### config.mk
export PLATFORM = sky130hd
export DESIGN_NAME = fsm_2_flat
export DESIGN_NICKNAME = d
export VERILOG_FILES = /design/src/rtl/fsm_2_if.sv /design/src/rtl/fsm_2.sv /design/src/flat_wrapper.sv
export SDC_FILE = /design/constraint.sdc
export NUM_CORES = 1
export LEC_CHECK = 0
export BUFFER_PORTS_ARGS = -buffer_cell sky130_fd_sc_hd__buf_4
export CORE_AREA = 4 4 52 54
export CTS_CLUSTER_DIAMETER = 30
export CTS_CLUSTER_SIZE = 25
export DETAILED_ROUTE_END_ITERATION = 8
export DIE_AREA = 0 0 56 58
export PLACE_DENSITY = 0.84
export SYNTH_ARGS = -nofsm -noshare
export SYNTH_HDL_FRONTEND = slang
export SYNTH_SLANG_ARGS = --single-unit
### constraint.sdc
create_clock -name clk -period 2.1 [get_ports clk]
set_input_delay 0.315 -clock clk [delete_from_list [all_inputs] [get_ports clk]]
set_output_delay 0.315 -clock clk [all_outputs]
set_load 0.005 [all_outputs]
### src/rtl/fsm_2_if.sv
// Sensor/actuator bundle for the two-sensor sequencing controller.
// The controller takes the slave side; the sensor/actuator environment takes the master side.
`timescale 1ns/100ps
interface fsm_2_if;
  logic S1;
  logic S2;
  logic A;
  logic C;

  modport master (output S1, output S2, input A, input C);
  modport slave  (input S1, input S2, output A, output C);
endinterface

### src/rtl/fsm_2.sv
// Two-sensor sequencing controller: S1 edge starts A, S2 edge or timeout moves to a fixed C phase.
// Sensors are synchronised and acted on only at their rising edges.
`timescale 1ns/100ps
module fsm_2 #(
  parameter int unsigned A_TIMEOUT = 16,
  parameter int unsigned C_HOLD    = 4
) (
  input logic    clk,
  input logic    rst_n,
  fsm_2_if.slave bus
);

  localparam logic [15:0] ATimeoutLast = 16'(A_TIMEOUT - 1);
  localparam logic [15:0] CHoldLast    = 16'(C_HOLD - 1);

  typedef enum logic [1:0] {
    StIdle = 2'd0,
    StA    = 2'd1,
    StC    = 2'd2
  } state_e;

  state_e      state_q, state_d;
  logic [15:0] cnt_q, cnt_d, cnt_inc;
  logic        a_q, c_q;

  logic s1_sync1_q, s1_sync2_q, s1_prev_q;
  logic s2_sync1_q, s2_sync2_q, s2_prev_q;
  logic rise_s1, rise_s2;

  always_ff @(posedge clk or negedge rst_n) begin
    if (!rst_n) begin
      s1_sync1_q <= 1'b0;
      s1_sync2_q <= 1'b0;
      s1_prev_q  <= 1'b0;
      s2_sync1_q <= 1'b0;
      s2_sync2_q <= 1'b0;
      s2_prev_q  <= 1'b0;
    end else begin
      s1_sync1_q <= bus.S1;
      s1_sync2_q <= s1_sync1_q;
      s1_prev_q  <= s1_sync2_q;
      s2_sync1_q <= bus.S2;
      s2_sync2_q <= s2_sync1_q;
      s2_prev_q  <= s2_sync2_q;
    end
  end

  assign rise_s1 = s1_sync2_q & ~s1_prev_q;
  assign rise_s2 = s2_sync2_q & ~s2_prev_q;

  // Saturating increment: the counter never wraps.
  assign cnt_inc = (cnt_q == 16'hFFFF) ? cnt_q : cnt_q + 16'd1;

  always_comb begin
    state_d = state_q;
    cnt_d   = cnt_inc;
    case (state_q)
      StIdle: begin
        cnt_d = '0;
        // S1 wins over a simultaneous S2; that S2 edge is simply dropped.
        if (rise_s1) begin
          state_d = StA;
        end
      end
      StA: begin
        if (rise_s2 || (cnt_q == ATimeoutLast)) begin
          state_d = StC;
          cnt_d   = '0;
        end
      end
      StC: begin
        if (cnt_q == CHoldLast) begin
          state_d = StIdle;
          cnt_d   = '0;
        end
      end
      default: begin
        state_d = StIdle;
        cnt_d   = '0;
      end
    endcase
  end

  always_ff @(posedge clk or negedge rst_n) begin
    if (!rst_n) begin
      state_q <= StIdle;
      cnt_q   <= '0;
      a_q     <= 1'b0;
      c_q     <= 1'b0;
    end else begin
      state_q <= state_d;
      cnt_q   <= cnt_d;
      a_q     <= (state_d == StA);
      c_q     <= (state_d == StC);
    end
  end

  assign bus.A = a_q;
  assign bus.C = c_q;

endmodule

### src/flat_wrapper.sv
// flat-port wrapper written by rule: the top's interface ports become plain ports
module fsm_2_flat 
#(
  parameter int unsigned A_TIMEOUT = 16,
  parameter int unsigned C_HOLD    = 4
)
  (clk, rst_n, bus_S1, bus_S2, bus_A, bus_C);
  fsm_2_if bus_i ();
  input logic clk;
  input logic rst_n;
  input wire logic [$bits(bus_i.S1)-1:0] bus_S1;
  input wire logic [$bits(bus_i.S2)-1:0] bus_S2;
  output wire logic [$bits(bus_i.A)-1:0] bus_A;
  output wire logic [$bits(bus_i.C)-1:0] bus_C;
  assign bus_i.S1 = bus_S1;
  assign bus_i.S2 = bus_S2;
  assign bus_A = bus_i.A;
  assign bus_C = bus_i.C;
  fsm_2 #(.A_TIMEOUT(A_TIMEOUT), .C_HOLD(C_HOLD)) u_core (.clk(clk), .rst_n(rst_n), .bus(bus_i));
endmodule
==> metrics.txt, run 1 <==
status finished clean; GRT overflow 0; top post-synthesis cells by area dfrtp_1, ha_1, nand3_1; maximum vdd drop 632 uV; Sum Neg Setup Slack 0 ns; Fillers 174; Pwr per Cell Area 764 nW/um^2; total of max-cap violations 0; gr usage total 17.3%; total clock buffers created by CTS 3; relative slew slack 73.7%; Total Power 1.16 mW; detailed placement HPWL 1840 um; syn avg cell area 10.2 um^2; post-layout util 68.8%; core box area 2210 um^2; TritonCTS clock tree yes; CP max FO 4; Worst Path Required 2.32 ns; multi-input logic area 636 um^2; worst skew pair latency 0.31 ns; final std cells w/o fill 173; hold crit path type in -> reg; Synth Area in Adders 4.84%; Layout Nets 155; initial antenna violation count 0; Final period util 95.6%; Hold WS 0.0918 ns; die height 58 um; largest net degree at the start of global routing 27; Yosys reg bits 26; vias in the first global route 1012; Initial Util 58.4%; # IOs 6; Seq. cell area 651 um^2; fmax 498 MHz; post-route ant nets 0; Compound-Gate Fraction of Synth Area 12.0%; Synth top area share 50.4%; Tmin final 2.01 ns; number of synthesized flops with an enable pin 0; Synth Cell Area 1290 um^2; die footprint 3250 um^2; LEAKAGE 0.683 nW; Final Hold Viols 0; worst-case clock buffer depth 2; Final Instance Area 1520 um^2; simple-gate share of the synthesized area 25.9%; post-place setup slack 0.0207 ns; Port Buffers 5; Reg clk slew, reported paths 0.14 ns; Least-Margin Pin Slew 0.391 ns; GPL Wtd Cong 0.906; RSZ-0062 raised after global routing false; main combinational cell family by area after synthesis simple AND/OR/NAND/NOR gates; H-tree levels 1; critical path class reg -> reg; Area Overhead vs Synth 17.9%; r2r setup slk 0.09 ns; Crit path arrival time 2.23 ns; DRC Markers 0; crit end category flip-flop; Ys Warns 0; Async SR Flop Fraction 100%; prevailing post-synth register cell dfrtp_1; Area after DPL 1420 um^2; Post-Synth XOR/XNOR Area 2.71%; first drt pass iteration count 4; clock skew 0.00194 ns; row count 17; vias per cell 5.89; worst setup margin 0.0926 ns; Die Wd 56 um; antenna cell count 0; DP Cell Count 166; Startpoint Class flip-flop; clock sink count 26; initial DRC count 30; WL per Instance 14.7 um; Finish-stage setup viols 0; Post-Synthesis Cells 126; post-synthesis sequential area ratio 50.4%; first-pass GRT wire length 4510 um; Root Buffer clkbuf_4; final slew viol count 0; synthesized net count 135; mux contribution to synthesized area 1.55%; routed wire length 2540 um; Unique masters post-synth 34; fraction of layout instances using a drive strength above 1 19.3%; DR vias 1019; Yosys top cell by area dfrtp_1
[power breakdown]
part	switching (mW)	internal (mW)
combinational	0.138	0.116
sequential	0.0317	0.540
clock	0.143	0.193
total	0.313	0.850
[placed cells by master (no fill, tap or decap), types with 2 or more instances in the layout]
cell type,instances
ha_1,5
nor4_2,2
nor3_1,8
and3_1,5
mux2i_1,2
inv_1,5
o21ai_0,2
clkbuf_4,3
a31oi_1,4
nand2_1,6
nor3b_1,2
buf_4,16
a211oi_1,2
nor2b_1,3
nor2_1,12
nand3_1,9
dfrtp_1,26
a21oi_1,8
xnor2_1,4
or4_1,2
nand4_1,3
[Yosys cell counts (all sizes together) (2+ instances only)]
master,number
nor3,8
nand2,7
dfrtp,26
nand4,3
mux2i,2
o31ai,2
xnor2,4
nor2,12
or4,3
a211oi,2
o21ai,2
nand3,9
nor4,3
ha,5
a21oi,8
nor3b,2
and3,5
inv,5
nor2b,3
a31oi,4
[layer usage]
layer  global-route usage (%)  share of wire, %
met3                     2.67               3.7
met4                     6.10              0.71
met2                     29.2                49
met5                        0                 0
met1                     22.7                46
[what timing repair did]
item,CTS,global route
hold endpoints to repair,26,0
setup endpoints to repair,0,17
hold buffers,1,0
buffers inserted,0,2
gates resized for setup,0,4
[critical path, stage by stage, from the launching register on]
cell     delay, ns
dfrtp_1       0.43
or4_1         0.60
o41ai_4       0.39
o31ai_2       0.15
o21a_1        0.22
nor2b_1       0.13
[cells by family after synthesis]
logic type      Yosys count
simple gates             59
flops                    26
compound gates           23
buf+inv                   7
fa+ha+maj                 5
xor+xnor                  4
mux                       2
[final cells by class]
| class | instances | share of cell area (%) |
|---|---|---|
| Sequential cell | 26 | 42.7 |
| Timing Repair Buffer | 17 | 8.55 |
| Clock inverter | 1 | 1.97 |
| Clock buffer | 3 | 1.48 |
| Multi-Input combinational cell | 93 | 41.7 |
| Inverter | 5 | 1.23 |
| Tap cell | 28 | 2.30 |
[final timing paths]
kind | from | end | cells past startpoint
max | u_core.cnt_q[9]$_DFF_PN0_ | u_core.bus.A$_DFF_PN0_ | 5
min | bus_S2 | u_core.s2_sync1_q$_DFF_PN0_ | 1
max reg2reg | u_core.cnt_q[9]$_DFF_PN0_ | u_core.bus.A$_DFF_PN0_ | 5
min reg2reg | u_core.s1_sync1_q$_DFF_PN0_ | u_core.s1_sync2_q$_DFF_PN0_ | 0
max in group asynchronous | rst_n | u_core.cnt_q[7]$_DFF_PN0_ | 2
min in group asynchronous | rst_n | u_core.cnt_q[10]$_DFF_PN0_ | 2
[flip-flops by register name, summed over array words and instances (netlist names)]
| register | cells |
|---|---|
| u_core.bus.A | 1 |
| u_core.s1_sync2_q | 1 |
| u_core.s2_prev_q | 1 |
| u_core.bus.C | 1 |
| u_core.s2_sync1_q | 1 |
| u_core.state_q | 2 |
| u_core.s1_prev_q | 1 |
| u_core.cnt_q | 16 |
| u_core.s1_sync1_q | 1 |
| u_core.s2_sync2_q | 1 |
No activity file was read; power rests on OpenSTA's default activity.
==> inputs of run 2 (changes only) <==
ABC_AREA = 1   (was not set)
CORE_AREA = 4 4 55 57   (was 4 4 52 54)
DIE_AREA = 0 0 59 61   (was 0 0 56 58)
PLACE_DENSITY = 0.83   (was 0.84)
==> run 2 against run 1 <==
Net effect:
- maximum frequency grew 15%
- die area grew 11%
- combinational power grew 25%
- cell count grew 31%
- via count grew 18%
- flip-flop and latch count is the same
- largest power group unchanged
- highest routed layer unchanged
==> metrics.txt, run 2 <==
status finished clean; fraction of layout instances using a drive strength above 1 15.3%; hold crit path type in -> reg; wire length on met3 102 um; routed wire length 2770 um; largest registers u_core.cnt_q: 16 flops, u_core.state_q: 2 flops; highest metal layer with signal wires met4; RSZ-0062 raised after global routing false; PostCTS Resize Cnt 0; Least-Margin Pin Slew 0.325 ns; die height 61 um; initial DRC count 31; clock sink count 26; post-route ant nets 0; Root Buffer clkbuf_4; LEAKAGE 0.723 nW; detailed placement HPWL 2120 um; Layout Nets 206; WL per Instance 12.2 um; worst-case clock buffer depth 2; Ys Warns 0; Synth top area share 45.0%; first drt pass iteration count 4; Port Buffers 5; Startpoint Class flip-flop; wl on met1 1160 um; H-tree levels 1; Reg clk slew, reported paths 0.14 ns; number of synthesized flops with an enable pin 0; total clock buffers created by CTS 3; relative slew slack 78.3%; Crit path arrival time 1.99 ns; GPL Wtd Cong 0.926; fmax 574 MHz; Async SR Flop Fraction 100%; Fillers 238; Finish-stage setup viols 0; max reg flops 16; maximum vdd drop 671 uV; prevailing post-synth register cell dfrtp_1; TritonCTS clock tree yes; final slew viol count 0; Unique masters post-synth 20; metal2 WL 1440 um; Final period util 83.0%; Post-Synthesis Cells 188; CP max FO 12; most frequent cells after synthesis nor2_1, nand2_1, dfrtp_1; Initial Util 58.3%; Worst Path Required 2.34 ns; clock skew 0.00824 ns; most frequent cell after synthesis nor2_1; vias in the first global route 1253; top post-synthesis cells by area dfrtp_1, nor2_1, nand2_1; DR vias 1198; worst skew pair latency 0.31 ns; Reg with most FFs u_core.cnt_q; most frequent cells in the layout nor2_1, nand2_1, dfrtp_1; most common cell after layout, fill and taps aside nor2_1; antenna cell count 0; post-synthesis sequential area ratio 45.0%; Yosys reg bits 26; critical path class reg -> reg; gr usage total 18.5%; Total Power 1.15 mW; synthesized net count 197; r2r setup slk 0.36 ns; die footprint 3600 um^2; first-pass GRT wire length 5080 um; Tmin final 1.74 ns; Pwr per Cell Area 743 nW/um^2; DRC Markers 0; GRT overflow 0; core box area 2480 um^2; multi-input logic area 689 um^2; # IOs 6; row count 18; largest net degree at the start of global routing 27; Final Hold Viols 0; crit end category flip-flop; initial antenna violation count 0; vias per cell 5.30; Sum Neg Setup Slack 0 ns; total of max-cap violations 0; Yosys top cell by area dfrtp_1; Die Wd 59 um; Seq. cell area 651 um^2; syn avg cell area 7.69 um^2; Synth Cell Area 1450 um^2; Area Overhead vs Synth 7.10%
## run 2: metal layers
metal | vias to the layer above | GRT usage [%]
met5 | - | 0
met4 | 0 | 9.06
met3 | 8 | 2.77
met2 | 24 | 34.2
met1 | 562 | 20.6
li1 | 604 | -
## run 2: worst paths after layout
check,cells past startpoint,endpoint,startpoint
hold reg to reg,0,u_core.s2_sync2_q$_DFF_PN0_,u_core.s2_sync1_q$_DFF_PN0_
max in group asynchronous,2,u_core.cnt_q[11]$_DFF_PN0_,rst_n
hold / removal,1,u_core.s1_sync1_q$_DFF_PN0_,bus_S1
setup / recovery,9,u_core.cnt_q[2]$_DFF_PN0_,u_core.cnt_q[0]$_DFF_PN0_
setup reg to reg,9,u_core.cnt_q[2]$_DFF_PN0_,u_core.cnt_q[0]$_DFF_PN0_
min in group asynchronous,2,u_core.cnt_q[9]$_DFF_PN0_,rst_n
## run 2: area by class of cell
type,instances,area share [%]
inverters,23,5.58
clock buffers,4,2.34
flip-flops and latches,26,42.0
multi-input cells,137,44.5
repair buffers,6,3.07
well taps,30,2.43
## run 2: timing repair
| action | in CTS | in global routing |
|---|---|---|
| buffers inserted | 0 | 0 |
| hold endpoints to repair | 26 | 0 |
| hold buffers | 1 | 0 |
## run 2: through the flow
| step | hold WS, ns | instances | cell area [um^2] | utilization [%] | setup WS, ns |
|---|---|---|---|---|---|
| after floorplan | 0.0194 | 188 | 1450 | - | 0.654 |
| after global placement | 0.234 | 221 | 1500 | 60.6 | 0.504 |
| after detailed placement | 0.240 | 221 | 1500 | 60.6 | 0.405 |
| after CTS | 0.0816 | 226 | 1550 | 62.5 | 0.358 |
| after global routing | 0.0647 | 226 | 1550 | 62.5 | 0.137 |
| final | 0.0917 | 226 | 1550 | 62.5 | 0.358 |
## run 2: logic make-up (layout without fill, tap and decap cells)
| logic type | Yosys count | count (layout) | synth area share (%) |
|---|---|---|---|
| and+or+nand+nor | 119 | 119 | 38.9 |
| DFF | 26 | 26 | 45.0 |
| buffers and inverters | 25 | 33 | 7.27 |
| AOI/OAI and AO/OA | 13 | 13 | 4.50 |
| adders and majority gates | 5 | 5 | 4.33 |
## run 2: critical path, cell delays in order, from the launching register on
cell and delay (ns):
dfrtp_1 0.43, ha_1 0.29, nand3_2 0.12, inv_2 0.09
nand2_2 0.10, nor2_4 0.12, nand2_2 0.19, nand2_1 0.11
nand2_1 0.05, a21oi_1 0.17
## run 2: where the power goes
group	switching, mW	total (mW)	internal, mW
Sequential	0.0360	0.586	0.550
Combinational	0.204	0.317	0.113
Clock	0.141	0.247	0.106
